<file path="config.mk">
export PLATFORM = sky130hd
export DESIGN_NAME = spi_reg_bank
export DESIGN_NICKNAME = d
export VERILOG_FILES = /design/src/rtl/spi_reg_defs.sv /design/src/rtl/spi_sync.sv /design/src/rtl/spi_reg_bank.sv
export SDC_FILE = /design/constraint.sdc
export NUM_CORES = 1
export LEC_CHECK = 0
export ABC_CLOCK_PERIOD_IN_PS = 3100
export CAP_MARGIN = 20
export CORE_MARGIN = 3
export CORE_UTILIZATION = 44
export DETAILED_ROUTE_END_ITERATION = 8
export HOLD_SLACK_MARGIN = 0.15
export PLACE_DENSITY_LB_ADDON = 0.25
export RECOVER_POWER = 100
export SLEW_MARGIN = 20
export SYNTH_ARGS = -nofsm -noshare
export SYNTH_HDL_FRONTEND = slang
export SYNTH_SLANG_ARGS = --single-unit
</file>
<file path="constraint.sdc">
create_clock -name clk -period 3.1 [get_ports clk]
set_input_delay 0.62 -clock clk [delete_from_list [all_inputs] [get_ports clk]]
set_output_delay 0.62 -clock clk [all_outputs]
set_load 0.02 [all_outputs]
</file>
<file path="src/rtl/spi_reg_defs.sv">
// Shared frame layout and FSM encoding for the SPI register bank.
package spi_reg_defs;

  // Frame controller states
  typedef enum logic [1:0] {
    ST_IDLE = 2'd0,
    ST_HDR  = 2'd1,
    ST_DATA = 2'd2,
    ST_HOLD = 2'd3
  } state_t;

  // Number of R/W bits at the head of every frame
  localparam int RW_BITS = 1;

  // Total frame length: R/W + address + data
  function automatic int frame_bits(input int addr_w, input int data_w);
    return RW_BITS + addr_w + data_w;
  endfunction

  // Header length: R/W + address
  function automatic int hdr_bits(input int addr_w);
    return RW_BITS + addr_w;
  endfunction

  // Field offsets inside the received shift register (last bit received at bit 0)
  function automatic int data_lsb();
    return 0;
  endfunction

  function automatic int addr_lsb(input int data_w);
    return data_w;
  endfunction

  function automatic int rw_pos(input int addr_w, input int data_w);
    return addr_w + data_w;
  endfunction

endpackage

</file>
<file path="src/rtl/spi_sync.sv">
// Two-flop synchronizer for one asynchronous SPI pin, with edge detect
// on the synchronized level.
module spi_sync #(
  parameter logic IDLE_VAL = 1'b0
) (
  input  logic clk,
  input  logic rst,
  input  logic din,
  output logic level,
  output logic rise,
  output logic fall
);

  logic meta, sync, prev;

  // Synchronizer chain plus one history flop for edge detection
  always_ff @(posedge clk) begin
    if (rst) begin
      meta <= IDLE_VAL;
      sync <= IDLE_VAL;
      prev <= IDLE_VAL;
    end else begin
      meta <= din;
      sync <= meta;
      prev <= sync;
    end
  end

  assign level = sync;
  assign rise  = sync & ~prev;
  assign fall  = ~sync & prev;

endmodule

</file>
<file path="src/rtl/spi_reg_bank.sv">
// SPI mode-0 slave giving read/write access to a small bank of registers.
// All SPI pins are oversampled in the clk domain.
module spi_reg_bank
  import spi_reg_defs::*;
#(
  parameter int                DATA_W    = 8,
  parameter int                ADDR_W    = 4,
  parameter int                NREG      = 4,
  parameter logic [DATA_W-1:0] RESET_VAL = '0
) (
  input  logic                   clk,
  input  logic                   rst,
  input  logic                   sclk,
  input  logic                   cs,
  input  logic                   mosi,
  output logic                   miso,
  output logic [NREG*DATA_W-1:0] reg_out,
  output logic                   wr_stb,
  output logic [ADDR_W-1:0]      wr_addr
);

  localparam int FB    = frame_bits(ADDR_W, DATA_W);
  localparam int HB    = hdr_bits(ADDR_W);
  localparam int CNT_W = $clog2(FB + 2);
  localparam int A_LSB = addr_lsb(DATA_W);
  localparam int D_LSB = data_lsb();
  localparam int RW_IX = rw_pos(ADDR_W, DATA_W);

  state_t            state, state_nxt;
  logic [CNT_W-1:0]  cnt, cnt_inc;
  logic              ovl, rd;
  logic [FB-1:0]     shreg;
  logic [DATA_W-1:0] oreg, rd_val;
  logic [DATA_W-1:0] regs [NREG];
  logic [HB-1:0]     hdr_word;
  logic [ADDR_W-1:0] addr_fld;
  logic              sclk_lvl, sclk_rise, sclk_fall;
  logic              cs_lvl, cs_rise, cs_fall;
  logic              mosi_lvl, mosi_rise, mosi_fall;
  logic              sync_unused;
  logic              hdr_done, commit, addr_ok, shift_out, shift_in;

  spi_sync #(.IDLE_VAL(1'b0)) u_sync_sclk (
    .clk(clk), .rst(rst), .din(sclk), .level(sclk_lvl), .rise(sclk_rise), .fall(sclk_fall)
  );
  spi_sync #(.IDLE_VAL(1'b1)) u_sync_cs (
    .clk(clk), .rst(rst), .din(cs), .level(cs_lvl), .rise(cs_rise), .fall(cs_fall)
  );
  spi_sync #(.IDLE_VAL(1'b0)) u_sync_mosi (
    .clk(clk), .rst(rst), .din(mosi), .level(mosi_lvl), .rise(mosi_rise), .fall(mosi_fall)
  );

  assign sync_unused = ^{sclk_lvl, cs_lvl, mosi_rise, mosi_fall};

  // Counter saturates one past a full frame so over-length frames never match
  assign cnt_inc   = (cnt == CNT_W'(FB + 1)) ? cnt : cnt + 1'b1;
  // Header as it will stand once the current mosi bit is shifted in
  assign hdr_word  = {shreg[HB-2:0], mosi_lvl};
  assign hdr_done  = (state == ST_HDR) && sclk_rise && !cs_rise && (cnt_inc == CNT_W'(HB));
  assign addr_fld  = shreg[A_LSB +: ADDR_W];
  assign addr_ok   = ({1'b0, addr_fld} < (ADDR_W + 1)'(NREG));
  assign commit    = cs_rise && (cnt == CNT_W'(FB)) && !ovl && !shreg[RW_IX] && addr_ok;
  assign shift_in  = sclk_rise && !cs_rise && (state == ST_HDR || state == ST_DATA);
  assign shift_out = sclk_fall && !cs_rise && rd && (state == ST_DATA || state == ST_HOLD);

  // Read source for the addressed register; unimplemented addresses read 0
  always_comb begin
    rd_val = '0;
    for (int k = 0; k < NREG; k++)
      if (hdr_word[ADDR_W-1:0] == ADDR_W'(k)) rd_val = regs[k];
  end

  // Next-state logic; cs rising edge overrides any sclk activity
  always_comb begin
    state_nxt = state;
    if (cs_rise) begin
      state_nxt = ST_IDLE;
    end else begin
      case (state)
        ST_IDLE: if (cs_fall) state_nxt = ST_HDR;
        ST_HDR:  if (sclk_rise && cnt_inc == CNT_W'(HB)) state_nxt = ST_DATA;
        ST_DATA: if (sclk_rise && cnt_inc == CNT_W'(FB)) state_nxt = ST_HOLD;
        default: state_nxt = state;
      endcase
    end
  end

  // FSM state register
  always_ff @(posedge clk) begin
    if (rst) state <= ST_IDLE;
    else     state <= state_nxt;
  end

  // Bit counter, frame flags, miso and write strobe
  always_ff @(posedge clk) begin
    if (rst) begin
      cnt     <= '0;
      ovl     <= 1'b0;
      rd      <= 1'b0;
      miso    <= 1'b0;
      wr_stb  <= 1'b0;
      wr_addr <= '0;
    end else begin
      wr_stb <= commit;
      if (commit) wr_addr <= addr_fld;
      if (cs_rise) begin
        cnt  <= '0;
        ovl  <= 1'b0;
        rd   <= 1'b0;
        miso <= 1'b0;
      end else begin
        case (state)
          ST_IDLE: if (cs_fall) begin
            cnt <= '0;
            ovl <= 1'b0;
            rd  <= 1'b0;
          end
          ST_HDR: if (sclk_rise) begin
            cnt <= cnt_inc;
            if (hdr_done) rd <= hdr_word[HB-1];
          end
          ST_DATA: if (sclk_rise) cnt <= cnt_inc;
          default: if (sclk_rise) begin
            cnt <= cnt_inc;
            ovl <= 1'b1;
          end
        endcase
        if (shift_out) miso <= oreg[DATA_W-1];
      end
    end
  end

  // Receive and transmit shift registers
  always_ff @(posedge clk) begin
    if (state == ST_IDLE && cs_fall && !cs_rise) shreg <= '0;
    else if (shift_in)                           shreg <= {shreg[FB-2:0], mosi_lvl};
    if (hdr_done)       oreg <= rd_val;
    else if (shift_out) oreg <= oreg << 1;
  end

  // Register bank: loaded only by a committed write frame
  always_ff @(posedge clk) begin
    if (rst) begin
      for (int k = 0; k < NREG; k++) regs[k] <= RESET_VAL;
    end else if (commit) begin
      for (int k = 0; k < NREG; k++)
        if (addr_fld == ADDR_W'(k)) regs[k] <= shreg[D_LSB +: DATA_W];
    end
  end

  for (genvar g = 0; g < NREG; g++) begin : g_out
    assign reg_out[g*DATA_W +: DATA_W] = regs[g];
  end

endmodule

</file>
### Word-level counts from Yosys, hierarchy flattened

Memories as Yosys holds them, arrays and structs flattened.
Index checks and enable logic that the tools add are counted.

| word-level totals | value |
|---|---|
| register bits after elaboration | 43 |
| memory bits (writable) | 32 |
| bits of input ports | 5 |
| output and inout bits | 38 |
| logic and storage cells | 127 |
| memories | 1 |

Memories:

| memory | depth | bits a word | read ports | clocked after memory_dff | write ports | RTL line | RTL |
|---|---|---|---|---|---|---|---|
| regs | 4 | 8 | 4 | 0 | 4 | spi_reg_bank.sv:34 | `logic [DATA_W-1:0] regs [NREG];` |

| cells by class | value |
|---|---|
| add/sub/neg operators | 1 |
| order comparisons | 1 |
| equal/unequal tests | 18 |
| mux-type cells | 42 |
| bitwise operators | 13 |
| reduce and logical (&&, ||, !) cells | 34 |

Operators with widths:

| operator | count |
|---|---|
| 8-bit 2-to-1 mux | 10 |
| 1-bit 2-to-1 mux | 22 |
| 4-bit by 2-bit == test with 1-bit output (second input constant) | 4 |
| 1-bit logical AND | 16 |
| 4-bit 2-to-1 mux | 4 |
| 4-bit == test (second input constant) | 3 |
| 4-bit by 1-bit == test with 1-bit output (second input constant) | 2 |
| 4-bit zero test | 2 |
| 4-bit AND reduction | 2 |
| 2-bit 2-to-1 mux | 3 |
| 2-bit != test (second input constant) | 3 |
| 2-bit case mux with 3 select lines | 1 |
| 2-bit nonzero test | 3 |
| 1-bit NOT | 5 |
| 4-bit by 1-bit adder with 4-bit output (second input constant) | 1 |
| 1-bit AND | 4 |
| 2-bit == test (second input constant) | 2 |
| 4-bit by 3-bit == test with 1-bit output (second input constant) | 1 |
| 4-bit by 3-bit less-than comparator with 1-bit output (second input constant) | 1 |
| 2-bit by 1-bit != test with 1-bit output (second input constant) | 2 |
| 1-bit OR | 4 |
| 1-bit case mux with 2 select lines | 2 |
| 2-bit OR reduction | 2 |
| 1-bit zero test | 3 |
| other kinds (6) | 7 |

### Longest topological paths before layout

| depth | value |
|---|---|
| depth after elaboration | 10 |
| depth in mapped cells | 8 |
| gate-level depth less buffers | 7 |

### Cells and area by module

From an unflattened synthesis, not the netlist that was laid out.

| unflattened totals | value |
|---|---|
| cells, all modules | 295 |
| area, all modules | 3321.9 sq um |

By module, submodules not included:

| module | times used | cells an instance | area each (sq um) | sequential area each (sq um) |
|---|---|---|---|---|
| spi_reg_bank | 1 | 271 | 3046.7 | 1741.7 |
| spi_sync (u_sync_mosi ...) | 2 | 8 | 91.3 | 60.1 |
| spi_sync (u_sync_cs) | 1 | 8 | 92.6 | 60.1 |

### Worst setup path before layout

Ideal clock, no wire load.

| timing | value |
|---|---|
| path type | flip-flop to flip-flop |
| from | register cnt[0] |
| to | register oreg[0] (enable) |
| arrival | 1716 ps |
| required time | 2791 ps |
| setup slack | 1074 ps |
| stages on the path, launching flop included | 7 |
| buffers on the path | 0 |
| clock period less this slack | 2026 ps |
| cell sequence | dfxtp_1 > inv_1 > ha_1 > nand2b_1 > o21ba_2 > nor4b_4 > or2_2 |

| between the ends | value |
|---|---|
| cells in the longest elaborated chain, start to end | 5 |
| elaborated cells on any way between the ends | 6 |
| those cells by class | add/sub (1); eq/ne (2); mux (1); reduce/logical (2) |

RTL lines:

| item | RTL line | RTL |
|---|---|---|
| from (decl) | spi_reg_bank.sv:30 | `logic [CNT_W-1:0] cnt, cnt_inc;` |
| from (signal assigned) | spi_reg_bank.sv:119 | `cnt <= cnt_inc;` |
| from (signal assigned) | spi_reg_bank.sv:122 | `ST_DATA: if (sclk_rise) cnt <= cnt_inc;` |
| from (signal assigned) | spi_reg_bank.sv:124 | `cnt <= cnt_inc;` |
| 4-bit by 1-bit adder with 4-bit output / 4-bit == test (equally long branches) | spi_reg_bank.sv:56 | `assign cnt_inc = (cnt == CNT_W'(FB + 1)) ? cnt : cnt + 1'b1;` |
| 4-bit 2-to-1 mux (*) | spi_reg_bank.sv:56 |  |
| 4-bit by 3-bit == test with 1-bit output (*) | spi_reg_bank.sv:59 | `assign hdr_done = (state == ST_HDR) && sclk_rise && !cs_rise && (cnt_inc == CNT_W'(HB));` |
| 1-bit logical AND (*) | spi_reg_bank.sv:59 |  |
| 2-bit nonzero test (no source line) (*) | n/a |  |
| to (signal assigned) | spi_reg_bank.sv:137 | `if (hdr_done) oreg <= rd_val;` |
| to (signal assigned) | spi_reg_bank.sv:138 | `else if (shift_out) oreg <= oreg << 1;` |
| to (decl) | spi_reg_bank.sv:33 | `logic [DATA_W-1:0] oreg, rd_val;` |

Mark *: on every way between the ends. The rest lies on a longest branch, timed or not.
A chain may end at the register's enable or synchronous reset.

### Worst setup path in the final report

| timing | value |
|---|---|
| from | register cnt[0] |
| to | register oreg[6] (enable) |

Same word-level chain as after synthesis.

==> flow_metrics.py <==
metrics = {
    "cts": {
        "clkSlewWorstSetupHoldPaths_ns": 0.08,
        "hold_buffers": 0,
        "cts_root_buffer": "clkbuf_8",
        "clk_path_buf_depth": 2,
        "htree_levels": 3,
        "cts-buffers-inserted": 9,
        "cts_setup_buffers": 0,
        "cts.sinks": 75,
        "cts_tree": "built",
        "clkLatencyLatePin_ns": 0.35,
        "cts_resized": 0,
    },
    "critical_path": {
        "cpMaxStageDelayCell": "or2_0",
        "criticalPathCategory": "reg2reg",
        "cp_max_fo": 17,
        "startpoint_type": "register",
        "reg2reg_slack_ns": 0.51,
        "rr_worst_depth": 7,
        "arrival_ns": 2.58,
        "end_kind": "register",
        "worstPathCellList": "inv_1 -> ha_1 -> nand2b_1 -> o21ba_1 -> nor4b_1 -> buf_4 -> or2_0",
        "crit_required_ns": 3.09,
        "rr_startpoint": "cnt[0]",
        "max_stage_delay_ns": 0.48,
        "endpoint": "oreg[6]",
        "timing.rr.end": "oreg[6]",
        "setup.worst_path.start": "cnt[0]",
    },
    "cells_and_area": {
        "drive_above_1_share_pct": 8.646,
        "mostFrequentLayoutCells": "edfxtp_1 (40), dlygate4sd3_1 (39), dfxtp_1 (35)",
        "final_common_cell": "edfxtp_1",
        "area_growth_pct": 22.05,
        "nets": 356,
        "multi_input_area_um2": 1272,
        "num_antenna_cells": 0,
        "fillers": 617,
        "seq_area_um2": 1902,
    },
    "floorplan": {
        "initial_core_util_pct": 46.97,
        "die_area_um2": 8567,
        "core_um2": 7019,
        "rows": 30,
        "die_h_um": 92.56,
        "die_w_um": 92.56,
        "io-pin-count": 43,
    },
    "yosys": {
        "yosys_warnings": 0,
        "synthCells": 291,
        "yosysUniqueCellTypes": 41,
        "synth_top_flop_cell": "edfxtp_1",
        "synth-edff-count": 40,
        "ys_seq_elements": 75,
        "syn-num-nets": 305,
        "async_reset_ff_share_pct": 0,
        "synth.avg_cell_area_um2": 11.33,
        "synth-seq-area-share_pct": 57.69,
        "netlist_area_um2": 3297,
    },
    "hold_path": {
        "min_path_type": "reg2reg",
    },
    "sta": {
        "hold_viol": 0,
        "rsz0062_at_grt": "no",
        "tns_ns": 0,
        "finClkSkew_ns": 0.01123,
        "fin_crit_ns": 2.593,
        "tightestPinTransition_ns": 0.8109,
        "fin_crit_sh_pct": 83.64,
        "fmax_mhz": 385.7,
        "fin_ws_ns": 0.5073,
        "slew_headroom_pct": 45.52,
        "final-setup-viol-count": 0,
        "finalMaxSlewViolations": 0,
    },
    "place": {
        "io_buffers": 42,
        "routabilityCongestion": 0.8167,
        "dp_hpwl_um": 5054,
        "dp_slack_ns": 0.8118,
    },
    "drt": {
        "drt_first_pass_iters": 5,
        "drc": 0,
        "wire_per_inst_um": 16.10,
        "via_per_inst": 5.163,
        "ant_nets": 0,
        "routed_wl_um": 7133,
        "vias": 2287,
        "drt_iter0_drc": 145,
    },
    "status": {
        "status": "complete, no violations",
    },
    "pwr": {
        "p_per_area_nw_per_um2": 504.2,
        "vdd_drop_max_mv": 0.3143,
        "power.leakage_nw": 1.462,
    },
    "flow_run": {
        "cap_violations": 0,
    },
    "global_route": {
        "grt_max_degree": 18,
        "grt_pass1_wl_um": 11780,
        "antenna_found_initial": 0,
        "first_global_vias": 2261,
        "overflow": 0,
        "grt_usage_pct": 18.01,
    },
}
metrics by stage:
step	std cells	utilization [%]	instance area, um2	hold WS [ns]	total power, mW
floorplan	291	-	3297	0.3895	1.185
global placement	427	54.71	3840	0.4101	1.257
detailed placement	427	54.71	3840	0.4185	1.259
CTS	443	57.88	4063	0.4367	2.055
global route	443	57.33	4024	0.4676	2.102
finish	443	57.33	4024	0.4313	2.029
cell type report:
cell class	count	area share, %
inverter	14	1.306
multi-input combinational	193	31.62
clock inverter	4	0.5908
sequential	75	47.26
tap	96	2.985
clock buffer	12	4.944
timing repair buffer	49	11.29
power by group:
group	leakage [nW]	internal, mW	total [mW]	switching [mW]
Combinational	0.688	0.0587	0.132	0.0734
Sequential	0.656	1.07	1.09	0.0218
Clock	0.118	0.436	0.807	0.371
Total	1.46	1.56	2.03	0.466
metal layers:
layer	GRT usage, %	share of wire [%]	vias to the layer above
li1	-	-	1121
met1	25.30	48	1101
met2	27.01	46	55
met3	3.737	4.9	10
met4	7.673	1.7	0
met5	0	0	-
cells by family after synthesis:
family | after synthesis | share of synthesized area, %
XOR/XNOR | 2 | 0.5314
buffers and inverters | 23 | 3.112
multiplexers | 12 | 6.679
flip-flops | 75 | 57.68
AO/OA/AOI/OAI | 42 | 7.553
adder cells (fa/ha/maj) | 9 | 3.416
AND/OR/NAND/NOR | 128 | 21.02
state kept, by name (all words and copies together), names as in the netlist:
name and cells:
regs 32, shreg 13, oreg 8, cnt 4, wr_addr 4, state 2
miso 1, ovl 1, rd 1, u_sync_cs.level 1, u_sync_cs.meta 1, u_sync_cs.prev 1
u_sync_mosi.level 1, u_sync_mosi.meta 1, u_sync_sclk.level 1, u_sync_sclk.meta 1, u_sync_sclk.prev 1, wr_stb 1
critical path: cells and delay by family (launching register included):
| family | cells | cell delay (ns) |
|---|---|---|
| buffers and inverters | 2 | 0.37 |
| and+or+nand+nor | 3 | 0.98 |
| DFF | 1 | 0.44 |
| AOI/OAI and AO/OA | 1 | 0.21 |
| adders and majority gates | 1 | 0.24 |
cell usage after synthesis, types with 4 or more instances:
cell,n,area (um2)
inv_1,14,52.55
o21ai_0,8,40.04
o21ai_1,4,20.02
and3_1,4,25.02
and2_1,33,206.5
a21oi_1,15,75.07
a22oi_1,4,30.03
nand3_1,10,50.05
mux4_2,8,180.2
nand2b_1,8,50.05
dfxtp_1,35,700.7
edfxtp_1,40,1201
nand2_1,33,123.9
nor2_1,19,71.32
nor2b_1,8,50.05
or2_2,4,25.02
clkbuf_1,5,18.77
ha_1,9,112.6
mux2i_1,4,40.04
worst min path at each step:
stage                   startpoint              end  slack [ns]  cells past startpoint
detailed placement  u_sync_cs.meta  u_sync_cs.level        0.42                      1
global placement    u_sync_cs.meta  u_sync_cs.level        0.41                      1
CTS                 u_sync_cs.meta  u_sync_cs.level        0.44                      1
global route        u_sync_cs.meta  u_sync_cs.level        0.47                      1
floorplan           u_sync_cs.meta  u_sync_cs.level        0.39                      1
finish              u_sync_cs.meta  u_sync_cs.level        0.43                      1
Note: power is estimated with default switching activity, not from simulation.
==> edit 1 (same flow settings) <==
Make the reset (`rst`) asynchronous in 4 clocked blocks.
--- a/src/rtl/spi_sync.sv
+++ b/src/rtl/spi_sync.sv
@@ -14,7 +14,7 @@
   logic meta, sync, prev;
 
   // Synchronizer chain plus one history flop for edge detection
-  always_ff @(posedge clk) begin
+  always_ff @(posedge clk or posedge rst) begin
     if (rst) begin
       meta <= IDLE_VAL;
       sync <= IDLE_VAL;
--- a/src/rtl/spi_reg_bank.sv
+++ b/src/rtl/spi_reg_bank.sv
@@ -86,13 +86,13 @@
   end
 
   // FSM state register
-  always_ff @(posedge clk) begin
+  always_ff @(posedge clk or posedge rst) begin
     if (rst) state <= ST_IDLE;
     else     state <= state_nxt;
   end
 
   // Bit counter, frame flags, miso and write strobe
-  always_ff @(posedge clk) begin
+  always_ff @(posedge clk or posedge rst) begin
     if (rst) begin
       cnt     <= '0;
       ovl     <= 1'b0;
@@ -139,7 +139,7 @@
   end
 
   // Register bank: loaded only by a committed write frame
-  always_ff @(posedge clk) begin
+  always_ff @(posedge clk or posedge rst) begin
     if (rst) begin
       for (int k = 0; k < NREG; k++) regs[k] <= RESET_VAL;
     end else if (commit) begin
Formal check against the unedited RTL: same outputs for any inputs over 10 cycles, from zero or initial values and one cycle with rst high; that may be too few to reach the edited logic, so the function may still have changed.
==> edit 1 against the unedited design <==
Hold slack lost 0.089 ns. Worst setup slack better by 0.011 ns. Area after synthesis rose by 0.23%. Clock skew down 0.0021 ns. Sequential cell count unchanged. Design area shrank 0.56%. Critical path type unchanged. Wire length down 7.1%. Core utilization shrank 0.32 points. Synthesized cell count is 4.5% lower.
Power is not compared: it rests on default switching activity, and its combinational part moved more than twofold at a synthesized area within 25%.
==> edit 1: results (changes against the unedited design) <==
| Metric | Value |
|---|---|
| Multi-input gates | 184 (was 193) |
| Met2 WL post-DR | 3.06 mm (was 3.25 mm) |
| Layout Utilization | 0.570 (was 0.573) |
| Placed standard-cell area | 0.00386 sq mm (was 0.00384 sq mm) |
| Mapped Cells | 278 (was 291) |
| Outcome | completed (unchanged) |
| Non-clk bufs | 47 (was 49) |
| Worst reg2reg path endpoint | reg_out[0] (was oreg[6]) |
| CP max-delay cell | nor3b_2 (was or2_0) |
| Final Wtd Congestion | 0.819 (was 0.817) |
| Worst hold path depth | 0 (was 1) |
| Vias in the first global route | 2250 (was 2261) |
| Met1 global-route usage | 0.224 (was 0.253) |
| Iter 0 DRT Violations | 92 (was 145) |
| Synth Area in Compound Gates | 0.0750 (was 0.0755) |
| Syn_nets | 294 (was 305) |
| Top cells by area, synth | dfrtp_1 39%, mux2_2 11%, dfxtp_1 7.9% (was edfxtp_1 36%, dfxtp_1 21%, and2_1 6.3%) |
| Synth top cells by count | 55 x nand2_1, 51 x dfrtp_1, 33 x mux2_2, 17 x a21oi_1, 15 x o21ai_0 (was 40 x edfxtp_1, 35 x dfxtp_1, 33 x and2_1, 33 x nand2_1, 19 x nor2_1) |
| CP max FO | 9 (was 17) |
| DP Cell Count | 411 (was 427) |
| Crit-path max cell delay | 0.76 ns (was 0.48 ns) |
| Drt first pass iters | 4 (was 5) |
| Non-CTS inverters | 9 (was 14) |
| Clk cell area share | 0.0444 (was 0.0553) |
| Non-clock buffer share | 0.111 (was 0.113) |
| Xor and xnor fraction of the mapped netlist area | 0 (was 0.00531) |
| Distinct cell type count after synthesis | 32 (was 41) |
| Sequential cell area | 0.00186 sq mm (was 0.00190 sq mm) |
| Post-synth EDFFs | 8 (was 40) |
| Min-Delay Endpoint | u_sync_sclk.level (was u_sync_cs.level) |
| CP arrival | 2.81 ns (was 2.58 ns) |
| Clock skew | 0.00917 ns (was 0.0112 ns) |
| GRT Overall Usage | 0.166 (was 0.180) |
| Post-synthesis mux area share | 0.173 (was 0.0668) |
| Met3 wire length | 289 um (was 350 um) |
| First-pass GRT wire length | 11.2 mm (was 11.8 mm) |
[edit 1: changes by cell type in the layout (fill, tap and decap cells not counted), sizes merged, moves of 4 or more]
cell / unedited run / this run
or2: 4 / 0
edfxtp: 40 / 8
mux2: 0 / 33
dfxtp: 35 / 13
nor2: 19 / 9
inv: 15 / 10
a22oi: 4 / 0
and2: 33 / 1
nand2: 33 / 55
dfrtp: 0 / 51
nor2b: 8 / 4
nand3: 10 / 4
nand3b: 0 / 4
[edit 1: worst max path at each step]
stage                          startpoint         end  slack [ns]  depth (start not counted)
final                     u_sync_cs.level  reg_out[0]        0.52                          5
after global routing      u_sync_cs.level  reg_out[2]        0.36                          5
after CTS                 u_sync_cs.level  reg_out[0]        0.67                          5
after detailed placement  u_sync_cs.level  reg_out[6]        0.70                          5
after global placement    u_sync_cs.level  reg_out[0]        0.78                          5
after floorplan                    cnt[0]     oreg[0]        0.89                          7
==> edit 2 (config.mk and constraints unchanged) <==
Without the edit above. Set the parameter `DATA_W` to 4 (it was 8).
--- a/src/rtl/spi_reg_bank.sv
+++ b/src/rtl/spi_reg_bank.sv
@@ -3,7 +3,7 @@
 module spi_reg_bank
   import spi_reg_defs::*;
 #(
-  parameter int                DATA_W    = 8,
+  parameter int                DATA_W    = 4,
   parameter int                ADDR_W    = 4,
   parameter int                NREG      = 4,
   parameter logic [DATA_W-1:0] RESET_VAL = '0
Interface: changed (resized reg_out); port bits go from 43 to 27. The function was not compared with the original's and may differ.
==> edit 2 against the unedited design <==
Hold slack worse by 0.0077 ns. Sequential cell count fell by 24. Worst setup slack better by 0.20 ns. Synthesized cell count down 19%. First-iteration DRC count fell by 20%. Global-route usage decreased by 2.2 points. Area after synthesis is 27% lower. Power down 33%. Wire length down 34%. Design area down 31%. Critical path type unchanged. Largest power group unchanged.
==> edit 2: results (changes against the unedited design) <==
| Metric | Value |
|---|---|
| Syn_nets | 249 (was 305) |
| GRT Overall Usage | 0.158 (was 0.180) |
| Drt wl/cell | 14.3 um (was 16.1 um) |
| CP arrival | 2.34 ns (was 2.58 ns) |
| Post-synthesis mux area share | 0.0661 (was 0.0668) |
| Comb. pwr | 0.000233 W (was 0.000132 W) |
| Pin slew with the least headroom to its limit | 0.658 ns (was 0.811 ns) |
| Vias | 1716 (was 2287) |
| Register area share after synthesis | 0.504 (was 0.577) |
| Most numerous cell in the Yosys netlist | dfxtp_1 (was edfxtp_1) |
| Leakage power total | 1.02 nW (was 1.46 nW) |
| Synth top cells by count | 31 x dfxtp_1, 21 x nor2_1, 20 x edfxtp_1, 18 x nand2_1, 16 x inv_1 (was 40 x edfxtp_1, 35 x dfxtp_1, 33 x and2_1, 33 x nand2_1, 19 x nor2_1) |
| Post-synth EDFFs | 20 (was 40) |
| Iter 0 DRT Violations | 116 (was 145) |
| CP max FO | 8 (was 17) |
| Final Wtd Congestion | 0.827 (was 0.817) |
| Worst VDD drop | 0.285 mV (was 0.314 mV) |
| Top cells by area, synth | dfxtp_1 26%, edfxtp_1 25%, ha_1 4.6% (was edfxtp_1 36%, dfxtp_1 21%, and2_1 6.3%) |
| Placed standard-cell area | 0.00273 sq mm (was 0.00384 sq mm) |
| Xor and xnor fraction of the mapped netlist area | 0.00723 (was 0.00531) |
| Largest net degree at the start of global routing | 17 (was 18) |
| NumNets Final | 273 (was 356) |
| CTS buffer count | 5 (was 9) |
| Vias in the first global route | 1634 (was 2261) |
| Psw | 0.000386 W (was 0.000466 W) |
| Layout cells sized above 1 | 0.0808 (was 0.0865) |
| Outcome | completed (unchanged) |
| Drt first pass iters | 4 (was 5) |
| Port Buffer Count | 26 (was 42) |
| Later-pin clock latency in the skew report | 0.31 ns (was 0.35 ns) |
| Fillers | 492 (was 617) |
-- edit 2: changes by cell type after synthesis, sizes merged, moves of 3 or more --
cell    change
and2       -19
clkbuf      +3
dfxtp       -4
edfxtp     -20
mux2i       +3
mux4        -4
nand2      -15
nand2b      -4
nor2        +4
nor3        +4
o21ai       -7
-- edit 2: worst paths after layout --
check,startpoint,endpoint,slack (ns),depth (start not counted)
worst max-delay path,cnt[1],regs[3][2],0.71,6
worst max register to register,cnt[1],regs[3][2],0.71,6
worst min register to register,u_sync_cs.meta,u_sync_cs.level,0.42,1
worst min-delay path,u_sync_cs.meta,u_sync_cs.level,0.42,1
-- edit 2: through the flow --
step / hold WS (ns) / setup slack [ns] / std cells / util
floorplan: 0.389 / 1.08 / 235 / -
global placement: 0.400 / 0.899 / 322 / 0.525
detailed placement: 0.404 / 0.803 / 322 / 0.525
CTS: 0.430 / 0.786 / 330 / 0.542
global route: 0.438 / 0.520 / 330 / 0.534
finish: 0.424 / 0.707 / 330 / 0.534
-- edit 2: routing by layer --
| layer | vias to the layer above | part of all wire | track usage |
|---|---|---|---|
| met5 | - | 0 | 0 |
| met4 | 0 | 0.017 | 0.0625 |
| met3 | 6 | 0.036 | 0.0247 |
| met2 | 35 | 0.44 | 0.236 |
| met1 | 819 | 0.51 | 0.228 |
| li1 | 856 | - | - |
-- edit 2: final cells by class --
type / instances / share of cell area
timing repair buffer: 28 / 0.0977
sequential: 51 / 0.439
multi-input combinational: 157 / 0.378
tap: 70 / 0.0315
clock inverter: 3 / 0.00720
clock buffer: 5 / 0.0248
inverter: 16 / 0.0216
